===== config.mk =====
export PLATFORM = sky130hd
export DESIGN_NAME = uart_prog_loader
export DESIGN_NICKNAME = d
export VERILOG_FILES = /design/src/rtl/uart_prog_loader_pkg.sv /design/src/rtl/uart_prog_loader_rx_byte.sv /design/src/rtl/uart_prog_loader.sv
export SDC_FILE = /design/constraint.sdc
export NUM_CORES = 1
export LEC_CHECK = 0
export CORE_MARGIN = 2
export CORE_UTILIZATION = 40
export DETAILED_ROUTE_END_ITERATION = 7
export HOLD_SLACK_MARGIN = 0.1
export PLACE_DENSITY = 0.65
export SKIP_LAST_GASP = 1
export SYNTH_ARGS = -nofsm -noshare
export SYNTH_HDL_FRONTEND = slang
export SYNTH_SLANG_ARGS = --single-unit

===== constraint.sdc =====
create_clock -name clk_i -period 5.1 [get_ports clk_i]
set_input_delay 1.02 -clock clk_i [delete_from_list [all_inputs] [get_ports clk_i]]
set_output_delay 1.02 -clock clk_i [all_outputs]
set_load 0.01 [all_outputs]

===== src/rtl/uart_prog_loader_pkg.sv =====
// Shared types and constants for the UART program loader.
// Optional build macro: UPG_CHECKSUM_EN adds the trailing XOR checksum state.
package uart_prog_loader_pkg;

  localparam int unsigned UPG_ADDR_W          = 14;
  localparam int unsigned UPG_DATA_W          = 32;
  localparam int unsigned UPG_LEN_W           = 16;
  localparam int unsigned UART_CLKS_PER_BIT   = 87;
  localparam int unsigned UART_TIMEOUT_CYCLES = 1_000_000;
  localparam int unsigned UPG_MAX_WORDS       = 4096;

  typedef enum logic [2:0] {
    ST_IDLE   = 3'd0,
    ST_LEN_LO = 3'd1,
    ST_LEN_HI = 3'd2,
    ST_DATA   = 3'd3,
    ST_WRITE  = 3'd4,
`ifdef UPG_CHECKSUM_EN
    ST_CHK    = 3'd5,
`endif
    ST_DONE   = 3'd6,
    ST_ERR    = 3'd7
  } upg_state_t;

  typedef enum logic [1:0] {
    RX_IDLE  = 2'd0,
    RX_START = 2'd1,
    RX_DATA  = 2'd2,
    RX_STOP  = 2'd3
  } rx_state_t;

endpackage


===== src/rtl/uart_prog_loader_rx_byte.sv =====
// 8N1 UART byte receiver: 2-flop synchronizer, mid-bit sampling, start-glitch rejection.
module uart_rx_byte
  import uart_prog_loader_pkg::*;
#(
  parameter int unsigned CLKS_PER_BIT = UART_CLKS_PER_BIT
) (
  input  logic       clk_i,
  input  logic       rst_n,
  input  logic       rx_i,
  output logic [7:0] byte_o,
  output logic       valid_o,
  output logic       frame_err_o
);

  localparam int unsigned CNT_W = $clog2(CLKS_PER_BIT + 1);
  localparam int unsigned HALF  = (CLKS_PER_BIT - 1) / 2;

  logic             rx_meta, rx_sync, rx_prev;
  rx_state_t        state_q, state_d;
  logic [CNT_W-1:0] cnt_q, cnt_d;
  logic [2:0]       bit_q, bit_d;
  logic [7:0]       shift_q, shift_d;
  logic             valid_d, ferr_d;

  // Line idles high, so the synchronizer resets to 1 to avoid a false start edge.
  always_ff @(posedge clk_i or negedge rst_n) begin
    if (!rst_n) begin
      rx_meta <= 1'b1;
      rx_sync <= 1'b1;
      rx_prev <= 1'b1;
    end else begin
      rx_meta <= rx_i;
      rx_sync <= rx_meta;
      rx_prev <= rx_sync;
    end
  end

  always_ff @(posedge clk_i or negedge rst_n) begin
    if (!rst_n) begin
      state_q     <= RX_IDLE;
      cnt_q       <= '0;
      bit_q       <= '0;
      shift_q     <= '0;
      valid_o     <= 1'b0;
      frame_err_o <= 1'b0;
    end else begin
      state_q     <= state_d;
      cnt_q       <= cnt_d;
      bit_q       <= bit_d;
      shift_q     <= shift_d;
      valid_o     <= valid_d;
      frame_err_o <= ferr_d;
    end
  end

  always_comb begin
    state_d = state_q;
    cnt_d   = cnt_q;
    bit_d   = bit_q;
    shift_d = shift_q;
    valid_d = 1'b0;
    ferr_d  = 1'b0;
    case (state_q)
      RX_IDLE: begin
        if (rx_prev && !rx_sync) begin
          state_d = RX_START;
          cnt_d   = '0;
        end
      end
      RX_START: begin
        if (cnt_q == CNT_W'(HALF)) begin
          cnt_d   = '0;
          bit_d   = '0;
          state_d = rx_sync ? RX_IDLE : RX_DATA;
        end else begin
          cnt_d = cnt_q + CNT_W'(1);
        end
      end
      RX_DATA: begin
        if (cnt_q == CNT_W'(CLKS_PER_BIT - 1)) begin
          cnt_d   = '0;
          shift_d = {rx_sync, shift_q[7:1]};
          bit_d   = bit_q + 3'd1;
          if (bit_q == 3'd7) state_d = RX_STOP;
        end else begin
          cnt_d = cnt_q + CNT_W'(1);
        end
      end
      RX_STOP: begin
        if (cnt_q == CNT_W'(CLKS_PER_BIT - 1)) begin
          cnt_d   = '0;
          state_d = RX_IDLE;
          valid_d = rx_sync;
          ferr_d  = !rx_sync;
        end else begin
          cnt_d = cnt_q + CNT_W'(1);
        end
      end
      default: state_d = RX_IDLE;
    endcase
  end

  assign byte_o = shift_q;

endmodule


===== src/rtl/uart_prog_loader.sv =====
// Receives a length-prefixed program image over UART and drives the fetch-stage UPG write port.
// Optional build macro: UPG_CHECKSUM_EN (trailing XOR checksum byte over the data bytes).
module uart_prog_loader
  import uart_prog_loader_pkg::*;
#(
  parameter int unsigned CLKS_PER_BIT   = UART_CLKS_PER_BIT,
  parameter int unsigned TIMEOUT_CYCLES = UART_TIMEOUT_CYCLES,
  parameter int unsigned MAX_WORDS      = UPG_MAX_WORDS
) (
  input  logic                  clk_i,
  input  logic                  rst_n,
  input  logic                  start_i,
  input  logic                  rx_i,
  output logic                  upg_wen_o,
  output logic [UPG_ADDR_W-1:0] upg_addr_o,
  output logic [UPG_DATA_W-1:0] upg_data_o,
  output logic                  upg_done_o,
  output logic                  busy_o,
  output logic                  err_o
);

  localparam int unsigned TO_W = $clog2(TIMEOUT_CYCLES + 1);

`ifdef UPG_CHECKSUM_EN
  localparam upg_state_t ST_FINAL = ST_CHK;
`else
  localparam upg_state_t ST_FINAL = ST_DONE;
`endif

  logic [7:0] rx_byte;
  logic       rx_valid, rx_ferr;

  uart_rx_byte #(.CLKS_PER_BIT(CLKS_PER_BIT)) u_rx (
    .clk_i       (clk_i),
    .rst_n       (rst_n),
    .rx_i        (rx_i),
    .byte_o      (rx_byte),
    .valid_o     (rx_valid),
    .frame_err_o (rx_ferr)
  );

  upg_state_t            state_q, state_d;
  logic [UPG_ADDR_W-1:0] addr_q, addr_d;
  logic [UPG_DATA_W-1:0] data_q, data_d;
  logic [1:0]            idx_q, idx_d;
  logic [UPG_LEN_W-1:0]  left_q, left_d;
  logic [7:0]            len_lo_q, len_lo_d;
  logic [TO_W-1:0]       to_q, to_d;
  logic [UPG_LEN_W-1:0]  len_c;
  logic                  rcv_c;
  logic                  wen_d, done_d, busy_d, err_d;
`ifdef UPG_CHECKSUM_EN
  logic [7:0]            chk_q, chk_d;
`endif

  always_ff @(posedge clk_i or negedge rst_n) begin
    if (!rst_n) begin
      state_q    <= ST_IDLE;
      addr_q     <= '0;
      data_q     <= '0;
      idx_q      <= '0;
      left_q     <= '0;
      len_lo_q   <= '0;
      to_q       <= '0;
      upg_wen_o  <= 1'b0;
      upg_done_o <= 1'b0;
      busy_o     <= 1'b0;
      err_o      <= 1'b0;
`ifdef UPG_CHECKSUM_EN
      chk_q      <= '0;
`endif
    end else begin
      state_q    <= state_d;
      addr_q     <= addr_d;
      data_q     <= data_d;
      idx_q      <= idx_d;
      left_q     <= left_d;
      len_lo_q   <= len_lo_d;
      to_q       <= to_d;
      upg_wen_o  <= wen_d;
      upg_done_o <= done_d;
      busy_o     <= busy_d;
      err_o      <= err_d;
`ifdef UPG_CHECKSUM_EN
      chk_q      <= chk_d;
`endif
    end
  end

  // start_i outranks everything; framing error and timeout outrank byte decoding.
  always_comb begin
    state_d  = state_q;
    addr_d   = addr_q;
    data_d   = data_q;
    idx_d    = idx_q;
    left_d   = left_q;
    len_lo_d = len_lo_q;
    to_d     = '0;
    wen_d    = 1'b0;
    len_c    = {rx_byte, len_lo_q};
    rcv_c    = !(state_q inside {ST_IDLE, ST_DONE, ST_ERR});
`ifdef UPG_CHECKSUM_EN
    chk_d    = chk_q;
`endif
    if (start_i) begin
      state_d = ST_LEN_LO;
      addr_d  = '0;
      data_d  = '0;
      idx_d   = '0;
`ifdef UPG_CHECKSUM_EN
      chk_d   = '0;
`endif
    end else if (rcv_c) begin
      to_d = rx_valid ? '0 : to_q + TO_W'(1);
      if (rx_ferr) begin
        state_d = ST_ERR;
      end else if (!rx_valid && to_q == TO_W'(TIMEOUT_CYCLES - 1)) begin
        state_d = ST_ERR;
      end else begin
        case (state_q)
          ST_LEN_LO: begin
            if (rx_valid) begin
              len_lo_d = rx_byte;
              state_d  = ST_LEN_HI;
            end
          end
          ST_LEN_HI: begin
            if (rx_valid) begin
              idx_d  = '0;
              left_d = len_c;
              if (len_c > UPG_LEN_W'(MAX_WORDS)) state_d = ST_ERR;
              else if (len_c == '0)              state_d = ST_FINAL;
              else                               state_d = ST_DATA;
            end
          end
          ST_DATA: begin
            if (rx_valid) begin
              data_d = {rx_byte, data_q[UPG_DATA_W-1:8]};
              idx_d  = idx_q + 2'd1;
`ifdef UPG_CHECKSUM_EN
              chk_d  = chk_q ^ rx_byte;
`endif
              if (idx_q == 2'd3) begin
                state_d = ST_WRITE;
                wen_d   = 1'b1;
              end
            end
          end
          ST_WRITE: begin
            addr_d  = addr_q + UPG_ADDR_W'(4);
            left_d  = left_q - UPG_LEN_W'(1);
            state_d = (left_q == UPG_LEN_W'(1)) ? ST_FINAL : ST_DATA;
          end
`ifdef UPG_CHECKSUM_EN
          ST_CHK: begin
            if (rx_valid) state_d = (rx_byte == chk_q) ? ST_DONE : ST_ERR;
          end
`endif
          default: state_d = state_q;
        endcase
      end
    end
    done_d = (state_d == ST_DONE);
    err_d  = (state_d == ST_ERR);
    busy_d = !(state_d inside {ST_IDLE, ST_DONE, ST_ERR});
  end

  assign upg_addr_o = addr_q;
  assign upg_data_o = data_q;

endmodule


== Yosys cells after proc, flatten, opt, wreduce, memory -nomap -nowiden ==
Cells that the tools add are included.

* Add/subtract/negate cells: 6
* Magnitude comparators: 1
* Equal/unequal tests: 28
* Mux-type cells: 60
* Bitwise logic cells: 4
* Reductions and logical operators: 26

{| class="wikitable"
|+ Operators by type and width
! operator !! number
|-
| $mux 32 || 6
|-
| $mux 14 || 5
|-
| $mux 20 || 3
|-
| $mux 3 || 13
|-
| $pmux 16 s2 || 1
|-
| $mux 2 || 12
|-
| $mux 7 || 3
|-
| $pmux 7 s3 || 1
|-
| $add 20x1->20 const B || 1
|-
| $eq 20x20->1 const B || 1
|-
| $eq 3x3->1 const B || 6
|-
| $reduce_and 6->1 || 3
|-
| $eq 16x1->1 const B || 1
|-
| $gt 16x13->1 const B || 1
|-
| $logic_not 16->1 || 1
|-
| $mux 16 || 1
|-
| $sub 16x1->16 const B || 1
|-
| $add 14x3->14 const B || 1
|-
| $ne 2x1->1 const B || 6
|-
| $pmux 3 s4 || 1
|-
| $mux 1 || 11
|-
| $reduce_and 5->1 || 2
|-
| $reduce_bool 2->1 || 5
|-
| $reduce_bool 3->1 || 3
|-
| 23 further kinds || 36
|}

* Register bits after elaboration: 124
* Input port bits: 4
* Logic and storage cells: 145

== Logic depth before layout (Yosys ltp) ==
Gate-level depths: netlist (run 1).

* Word-level depth: 12
* Mapped depth: 9
* Depth with buffers taken out: 8

== Modules after synthesis ==
A second synthesis (run 1) with hierarchy kept.

* Cells, all modules: 621
* Area total of the unflattened synthesis: 5910.7 um2

{| class="wikitable"
|+ By module, submodules not included
! module !! instances !! cells each !! area each (um2)
|-
| uart_prog_loader || 1 || 518 || 4768.3
|-
| uart_rx_byte || 1 || 103 || 1142.3
|}

== Worst setup path before layout (run 1) ==
No wires, ideal clock.

* Path kind: flip-flop to flip-flop
* Start point: register to_q[6]
* End point: register len_lo_q[0]
* Setup time: 125 ps
* Arrival time: 2097 ps
* Setup slack: 2879 ps
* Stages on the path, launching flop included: 7
* Cells stage by stage: dfrtp_1 > or4b_1 > nor4_4 > a21o_1 > nor2_1 > nand2_2 > mux2_2

* Longest elaborated chain between the ends: 4

{| class="wikitable"
|+ Ends and longest elaborated chain
! element !! RTL line !! text
|-
| start: declaration || uart_prog_loader.sv:48 || <nowiki>logic [TO_W-1:0] to_q, to_d;</nowiki>
|-
| start signal: assignment || uart_prog_loader.sv:79 || <nowiki>to_q <= to_d;</nowiki>
|-
| $eq 20x20->1 || uart_prog_loader.sv:117 || <nowiki>end else if (!rx_valid && to_q == TO_W'(TIMEOUT_CYCLES - 1)) begin</nowiki>
|-
| $logic_and 1x1->1 || uart_prog_loader.sv:117 ||
|-
| $not 1->1 (no source line) || -- ||
|-
| $reduce_and 6->1 (no source line) || -- ||
|-
| end signal: assignment || uart_prog_loader.sv:78 || <nowiki>len_lo_q <= len_lo_d;</nowiki>
|-
| end: declaration || uart_prog_loader.sv:47 || <nowiki>logic [7:0] len_lo_q, len_lo_d;</nowiki>
|}

Every way passes these cells.
A chain may end at the register's enable or synchronous reset.

== Worst setup path in the final report (run 1) ==
* Start point: input start_i
* End point: register upg_done_o

* Longest elaborated chain between the ends: 2

{| class="wikitable"
|+ Ends and longest elaborated chain
! element !! RTL line !! text
|-
| start: declaration || uart_prog_loader.sv:12 || <nowiki>input logic start_i,</nowiki>
|-
| $mux 3 || uart_prog_loader.sv:105 || <nowiki>if (start_i) begin</nowiki>
|-
| $eq 3x3->1 || uart_prog_loader.sv:163 || <nowiki>done_d = (state_d == ST_DONE);</nowiki>
|-
| named net done_d || uart_prog_loader.sv:51 || <nowiki>logic wen_d, done_d, busy_d, err_d;</nowiki>
|-
| end signal: assignment || uart_prog_loader.sv:81 || <nowiki>upg_done_o <= done_d;</nowiki>
|-
| end: declaration || uart_prog_loader.sv:17 || <nowiki>output logic upg_done_o,</nowiki>
|}

The timed path passes the listed nets, and every way through them passes these cells.

==> reports/summary.txt, run 1 <==
Num CTS Buffers: 17
total power draw: 0.00236 W
Post-synth ARST share: 100%
uppermost layer routed: met4
Nets: 685
CTS tree: yes
final hold vios: 0
crit-path max FO: 32
Seq/Total Area, Yosys: 52.5%
global placement routability congestion: 0.820
FP Rows: 44
final wirelength: 12400 um
post-layout minimum cycle time: 3.08 ns
Port-buffer cells: 51
CP endpoint kind: flop
DR vias/cell: 5.32
Layout fillers: 1317
Data required, critical path: 5.45 ns
n_diodes: 0
clk_lat worst skew: 0.42 ns
met2 WL: 5760 um
min-delay worst type: reg2reg
ANT nets after route: 0
final-report max-slew violation count: 0
worst hold slack: 0.356 ns
startpoint types: input pin
Die ar.: 0.0155 mm^2
total setup buffers inserted after CTS: 0
CP Class: in2reg
vias in the first global route: 4346
clock net sink count: 122
Mean Syn Cell Area: 9.31 um^2
Reg2Reg Setup Slack: 2.21 ns
Finish-stage setup viols: 0
number of placed I/O pins: 54
GRT overflow: 0
Root Driver: clkbuf_16
Final TNS setup: 0 ns
unrepaired setup endpoints after global routing: no
Max Freq: 325 MHz
status: finished, final reports clean
clock-pin slew of the registers on the worst-case setup and hold paths: 0.05 ns
via count: 4620
Pwr Density: 336 mW/mm^2
MaxCap Viol Count: 0
number of synthesized register bits: 122
Tot GR Track Use: 16.7%
top_reg_cell synth: dfrtp_1
Clock Path Buffers: 2
Arrival @ worst endpoint: 3.43 ns
die width: 125 um
Yosys cell types: 53
met3 WL: 565 um
initial antenna violation count: 0
DIE HEIGHT: 125 um
Post-CTS Resized: 0
top-area cell type share of the netlist area: 51.2%
drt initial violations: 292
Worst Skew: 0.00999 ns
yosys warns: 0
layout cells sized above 1: 7.75%
largest area contributor in the netlist: dfrtp_1
DP HPWL: 8400 um
P&R area growth vs syn: 20.5%
most frequent cells in the layout: 126 x nand2_1, 119 x dfrtp_1, 62 x nor2_1
cell count after synthesis: 625
commonest non-fill, non-tap cell in the layout: nand2_1
WL/cell: 14.3 um
VDD IR-drop max: 233 uV
Starting Density: 40.5%
core area: 0.0144 mm^2
worst-margin pin slew: 1.08 ns
dominant cells by area after synthesis: dfrtp_1 51%, nand2_1 8.1%, nor2_1 4.0%, o21ai_0 3.2%, a21oi_1 2.8%
Mapped Area: 0.00582 mm^2
Post-synth EDFFs: 0
leakage power: 2.95 nW
largest net degree at the start of global routing: 86
first-pass GRT wire length: 21000 um
# hold bufs at CTS: 0
Post-route DRC: 0
final period utilization: 60.4%
WL met1: 5830 um
1st-pass router iterations: 5
H-tree depth: 4
Slew Limit Headroom: 27.9%
## cells by family after synthesis
kind of cell / synth area share (%)
AND/OR/NAND/NOR: 21.7
AO/OA/AOI/OAI: 13.7
flip-flops: 52.5
buffers and inverters: 3.74
XOR/XNOR: 4.22
multiplexers: 2.09
adder cells (fa/ha/maj): 1.94
other: 0.0645
## area by class of cell
type	instances	area [um^2]	share of cell area, %
flip-flops and latches	122	3060	43.6
multi-input cells	459	2550	36.3
repair buffers	54	531	7.57
clock buffers	23	458	6.53
well taps	184	230	3.28
clock inverters	8	120	1.71
inverters	18	67.6	0.964
## power by group
| part | total [W] | switching [W] | internal, W |
|---|---|---|---|
| clock | 0.00118 | 0.000411 | 0.000774 |
| sequential | 0.00104 | 0.0000368 | 0.00100 |
| combinational | 0.000134 | 0.0000893 | 0.0000449 |
| total | 0.00236 | 0.000537 | 0.00182 |
## state kept, by name, indices dropped and copies added, names as in the netlist, 7 cells and up
register / flops
left_q: 16
u_rx.cnt_q: 7
to_q: 20
upg_addr_o: 12
u_rx.byte_o: 8
len_lo_q: 8
upg_data_o: 32
## metal layers
metal	track usage (%)	up-vias
met5	0	-
met4	6.21	0
met3	5.24	26
met2	26.2	113
met1	21.8	2224
li1	-	2257
## cell usage after synthesis (all sizes together), types with 4 or more instances
cell      n
a211oi    6
a21oi    34
a31oi     6
and3      6
buf      11
clkbuf   16
dfrtp   119
ha        9
inv      18
mux2      9
nand2   127
nand3    22
nand4    11
nor2     62
nor3     11
nor4     12
o21ai    58
o22ai     6
o31ai     6
or3       4
xnor2    14
xor2     14
## path summary, 6_finish.rpt
kind | startpoint | end | cells past startpoint
worst min register to register | u_rx.rx_meta$_DFF_PN1_ | u_rx.rx_sync$_DFF_PN1_ | 0
max in group asynchronous | rst_n | to_q[2]$_DFF_PN0_ | 2
worst max-delay path | start_i | upg_done_o$_DFF_PN0_ | 5
min in group asynchronous | rst_n | u_rx.cnt_q[2]$_DFFE_PN0N_ | 1
worst max register to register | state_q[0]$_DFF_PN0_ | upg_addr_o[10]$_DFFE_PN0P_ | 6
worst min-delay path | u_rx.rx_meta$_DFF_PN1_ | u_rx.rx_sync$_DFF_PN1_ | 0
## stage by stage
step	instance area (um^2)	instances	setup slack, ns	util (%)
final	7010	868	2.02	48.8
after CTS	7010	868	2.03	48.8
after detailed placement	6430	837	1.60	44.8
after floorplan	5820	626	2.88	-
after global placement	6430	837	1.70	44.8
after global routing	7010	868	1.78	48.8
## critical path, stage by stage
cell and delay [ns]:
clkdlybuf4s50_1 0.89, inv_1 0.92, nand3_1 0.25, a21o_1 0.24
nor2_1 0.09
Note: power is estimated with default switching activity, not from simulation.
==> inputs of run 2 (changes only) <==
==> constraint.sdc (replaced) <==
create_clock -name clk_i -period 3.2 [get_ports clk_i]
set_input_delay 0.64 -clock clk_i [delete_from_list [all_inputs] [get_ports clk_i]]
set_output_delay 0.64 -clock clk_i [all_outputs]
set_load 0.01 [all_outputs]
==> reports/summary.txt, run 2 (synthesized netlist as in run 1, its figures left out) <==
status: finished, final reports clean
H-tree depth: 4 (unchanged)
Arrival @ worst endpoint: 2.85 ns (-0.58 ns)
VDD IR-drop max: 468 uV (+100%)
worst-margin pin slew: 0.744 ns (-0.337 ns)
r2r startpoint: to_q[12]$_DFF_PN0_
Slew Limit Headroom: 50.4% (+22 points)
Layout Cells excl Fill: 872 (+0.46%)
# hold bufs at CTS: 0 (unchanged)
Pwr Density: 528 mW/mm^2 (+57%)
final wirelength: 12600 um (+1.6%)
Data required, critical path: 3.46 ns (-1.99 ns)
drt initial violations: 412 (+41%)
CTS tree: yes
FP Rows: 44 (unchanged)
Worst R2R Path Depth: 6 (unchanged)
ANT nets after route: 0 (unchanged)
Final TNS setup: 0 ns (unchanged)
n_diodes: 0 (unchanged)
commonest non-fill, non-tap cell in the layout: nand2_1
Max Freq: 386 MHz
largest net degree at the start of global routing: 65 (-24%)
CP Class: reg2reg
Port-buffer cells: 51 (unchanged)
WL/cell: 14.5 um (+1.2%)
Worst Skew: 0.00686 ns (-0.00313 ns)
most frequent cells in the layout: 126 x nand2_1, 119 x dfrtp_1, 62 x nor2_1
die width: 125 um (unchanged)
final-report max-slew violation count: 0 (unchanged)
DP HPWL: 8710 um (+3.7%)
clk_lat worst skew: 0.41 ns (about the same)
startpoint types: flop
max FFs per register: 32 (unchanged)
Clock Path Buffers: 2 (unchanged)
total power draw: 0.00374 W (+59%)
crit-path max FO: 64 (+100%)
final period utilization: 80.9%
via count: 4679 (+1.3%)
unrepaired setup endpoints after global routing: no
leakage power: 3.00 nW (+1.5%)
DP Cell Count: 843 (+0.72%)
Post-route DRC: 0 (unchanged)
GRT overflow: 0 (unchanged)
final hold vios: 0 (unchanged)
layout cells sized above 1: 8.87% (+1.1 points)
Starting Density: 40.5% (unchanged)
global placement routability congestion: 0.884 (+7.8%)
Post-CTS Resized: 0 (unchanged)
Reg2Reg Setup Slack: 0.61 ns (-1.60 ns)
core area: 0.0144 mm^2 (unchanged)
Die ar.: 0.0155 mm^2 (unchanged)
CP endpoint kind: flop
clock net sink count: 122 (unchanged)
R2R Path End: upg_data_o[8]$_DFFE_PN0P_
initial antenna violation count: 0 (unchanged)
Finish-stage setup viols: 0 (unchanged)
min-delay worst type: in2async
Root Driver: clkbuf_16
number of placed I/O pins: 54 (unchanged)
post-layout minimum cycle time: 2.59 ns
Nets: 691 (+0.88%)
Worst Setup SP: to_q[12]$_DFF_PN0_
Num CTS Buffers: 17 (unchanged)
total setup buffers inserted after CTS: 0 (unchanged)
clock-pin slew of the registers on the worst-case setup and hold paths: 0.05 ns (about the same)
DIE HEIGHT: 125 um (unchanged)
vias in the first global route: 4562 (+5.0%)
Layout fillers: 1305 (-0.91%)
first-pass GRT wire length: 21600 um (+2.8%)
MaxCap Viol Count: 0 (unchanged)
1st-pass router iterations: 5 (unchanged)
DR vias/cell: 5.37 (+0.81%)
Tot GR Track Use: 17.1% (+0.35 points)
P&R area growth vs syn: 21.6%
## run 2: critical path, stage by stage, from the launching register on
cell,delay [ns]
dfrtp_1,0.43
or4b_1,0.57
nor4_4,0.42
a211oi_2,0.18
a21oi_4,0.18
buf_4,0.47
o21ai_0,0.18
## run 2: power breakdown
| part | internal [W] | leakage (nW) | switching (W) |
|---|---|---|---|
| clock network | 0.00122 | 0.284 | 0.000642 |
| logic | 0.0000766 | 1.07 | 0.000146 |
| registers | 0.00159 | 1.65 | 0.0000581 |
| total | 0.00289 | 3.00 | 0.000846 |
## run 2: metal layers
metal	routed length [um]	part of all wire, %	GRT usage, %
met1	5710	45	20.8
met2	6250	49	28.5
met5	0	0	0
met3	441	3.5	4.60
met4	227	1.8	7.34
## run 2: worst max-delay path by stage
stage                                       to  depth (start not counted)
finish               upg_data_o[8]$_DFFE_PN0P_                          6
global route        upg_data_o[15]$_DFFE_PN0P_                          6
CTS                 upg_data_o[17]$_DFFE_PN0P_                          6
floorplan              len_lo_q[0]$_DFFE_PN0P_                          6
global placement            to_q[16]$_DFF_PN0_                          4
detailed placement          to_q[16]$_DFF_PN0_                          4
## run 2: final cells by class
| type | instances | area [um^2] | area share [%] |
|---|---|---|---|
| clock buffer | 19 | 443 | 6.26 |
| clock inverter | 10 | 128 | 1.80 |
| inverter | 18 | 67.6 | 0.955 |
| multi-input combinational | 459 | 2550 | 36.0 |
| sequential | 122 | 3060 | 43.2 |
| tap | 184 | 230 | 3.26 |
| timing repair buffer | 60 | 601 | 8.49 |
## run 2: stage by stage
step	hold WS, ns	instance area (um^2)	utilization, %	setup WS [ns]
6_report	0.259	7070	49.2	0.610
5_1_grt	0.302	7070	49.2	0.430
4_1_cts	0.270	7070	49.2	0.622
3_5_place_dp	0.347	6500	45.2	0.573
3_3_place_gp	0.346	6500	45.2	0.687
2_1_floorplan	0.344	5820	-	0.979
==> inputs of run 3 (changes only) <==
==> constraint.sdc (replaced) <==
create_clock -name clk_i -period 2.6 [get_ports clk_i]
set_input_delay 0.52 -clock clk_i [delete_from_list [all_inputs] [get_ports clk_i]]
set_output_delay 0.52 -clock clk_i [all_outputs]
set_load 0.01 [all_outputs]
==> reports/summary.txt, run 3 (synthesized netlist as in run 1, its figures left out) <==
final wirelength: 12800 um (+1.7%)
clk_lat worst skew: 0.42 ns (about the same)
Nets: 701 (+1.4%)
global placement routability congestion: 0.815 (-7.7%)
Layout fillers: 1295 (-0.77%)
largest net degree at the start of global routing: 67 (+3.1%)
Reg area: 0.00306 mm^2 (unchanged)
first-pass GRT wire length: 22100 um (+2.6%)
crit-path max FO: 17 (-73%)
Clock Path Buffers: 2 (unchanged)
worst hold slack: 0.357 ns (+0.0971 ns)
min-delay worst type: reg2reg
WL met1: 5950 um (+4.2%)
CP Class: reg2reg
P&R area growth vs syn: 23.3%
initial antenna violation count: 0 (unchanged)
commonest non-fill, non-tap cell in the layout: nand2_1
Num CTS Buffers: 17 (unchanged)
H-tree depth: 4 (unchanged)
unrepaired setup endpoints after global routing: no
Post-CTS Resized: 0 (unchanged)
DIE HEIGHT: 125 um (unchanged)
startpoint types: flop
clock net sink count: 122 (unchanged)
clock-pin slew of the registers on the worst-case setup and hold paths: 0.06 ns (about the same)
leakage power: 3.05 nW (+1.8%)
max FFs per register: 32 (unchanged)
Die ar.: 0.0155 mm^2 (unchanged)
CP endpoint kind: flop
via count: 4684 (+0.11%)
Pwr Density: 650 mW/mm^2 (+23%)
VDD IR-drop max: 459 uV (-2.0%)
ANT nets after route: 0 (unchanged)
DP Cell Count: 852 (+1.1%)
CP max stage cell: or4b_1
total power draw: 0.00466 W (+25%)
met3 WL: 500 um (+13%)
Port-buffer cells: 51 (unchanged)
Core Util, Final: 49.9% (+0.71 points)
Multi-input gate area: 0.00255 mm^2 (unchanged)
core area: 0.0144 mm^2 (unchanged)
Layout Cells excl Fill: 885 (+1.5%)
post-layout minimum cycle time: 2.39 ns (-0.200 ns)
DR vias/cell: 5.29 (-1.4%)
Data required, critical path: 2.87 ns (-0.59 ns)
uppermost layer routed: met4
worst path cell trace: or4b_1 > nor4_4 > a21oi_1 > and3_1 > nand3_1 > o211ai_1
Worst Skew: 0.0101 ns (+0.00324 ns)
MaxCap Viol Count: 0 (unchanged)
total setup buffers inserted after CTS: 0 (unchanged)
layout cells sized above 1: 10.4% (+1.5 points)
final-report max-slew violation count: 0 (unchanged)
Starting Density: 40.5% (unchanged)
1st-pass router iterations: 5 (unchanged)
worst-margin pin slew: 0.740 ns (-0.00446 ns)
met2 WL: 6210 um (-0.70%)
Arrival @ worst endpoint: 2.66 ns (-0.19 ns)
DP HPWL: 8820 um (+1.3%)
Max Freq: 418 MHz (+8.4%)
Final TNS setup: 0 ns (unchanged)
status: finished, final reports clean
n_diodes: 0 (unchanged)
FP Rows: 44 (unchanged)
final period utilization: 91.9% (+11 points)
Tot GR Track Use: 17.4% (+0.31 points)
# hold bufs at CTS: 1 (+1)
WL/cell: 14.5 um (+0.18%)
die width: 125 um (unchanged)
most frequent cells in the layout: 126 x nand2_1, 119 x dfrtp_1, 62 x nor2_1
final hold vios: 0 (unchanged)
Slew Limit Headroom: 50.7% (+0.30 points)
Root Driver: clkbuf_16
drt initial violations: 325 (-21%)
GRT overflow: 0 (unchanged)
critical path's largest stage delay: 0.58 ns (about the same)
number of placed I/O pins: 54 (unchanged)
vias in the first global route: 4629 (+1.5%)
Finish-stage setup viols: 0 (unchanged)
Post-route DRC: 0 (unchanged)
CTS tree: yes
[run 3: cell count changes in the layout (fill, tap and decap cells not counted), sizes merged]
cell,before,now
dlygate4sd3,0,1
clkinv,6,7
buf,10,19
clkinvlp,1,3
[run 3: final cells by class]
class	count	area share, %
Sequential cell	122	42.6
Multi-Input combinational cell	459	35.5
Timing Repair Buffer	70	9.45
Clock buffer	19	6.17
Tap cell	184	3.21
Clock inverter	13	2.11
Inverter	18	0.942
[run 3: through the flow]
stage	setup WS, ns	cell area, um^2
4_1_cts	0.215	7170
2_1_floorplan	0.379	5820
5_1_grt	0.0182	7170
6_report	0.210	7170
3_5_place_dp	0.167	6570
3_3_place_gp	0.278	6570
[run 3: power breakdown]
part | internal (W) | switching [W]
clock | 0.00152 | 0.000833
sequential | 0.00196 | 0.0000716
combinational | 0.000100 | 0.000176
total | 0.00358 | 0.00108
[run 3: final timing paths]
check                                       startpoint                   endpoint  slack, ns  cells past startpoint
worst max-delay path                 to_q[6]$_DFF_PN0_      left_q[0]$_DFFE_PN0P_       0.21                      6
worst min-delay path            u_rx.rx_meta$_DFF_PN1_     u_rx.rx_sync$_DFF_PN1_       0.36                      0
worst max register to register       to_q[6]$_DFF_PN0_      left_q[0]$_DFFE_PN0P_       0.21                      6
worst min register to register  u_rx.rx_meta$_DFF_PN1_     u_rx.rx_sync$_DFF_PN1_       0.36                      0
max in group asynchronous                        rst_n      left_q[9]$_DFFE_PN0P_       1.22                      3
min in group asynchronous                        rst_n  u_rx.cnt_q[3]$_DFFE_PN0N_       0.63                      2
[run 3: per-layer routing]
| metal | GRT usage [%] | vias to the layer above |
|---|---|---|
| li1 | - | 2287 |
| met1 | 23.3 | 2279 |
| met2 | 27.2 | 102 |
| met3 | 4.25 | 16 |
| met4 | 6.81 | 0 |
| met5 | 0 | - |
[run 3: critical path, delay by kind of cell, from the launching register on]
family / cells / cell delay, ns
DFF: 1 / 0.41
and+or+nand+nor: 4 / 1.54
AOI/OAI and AO/OA: 2 / 0.28
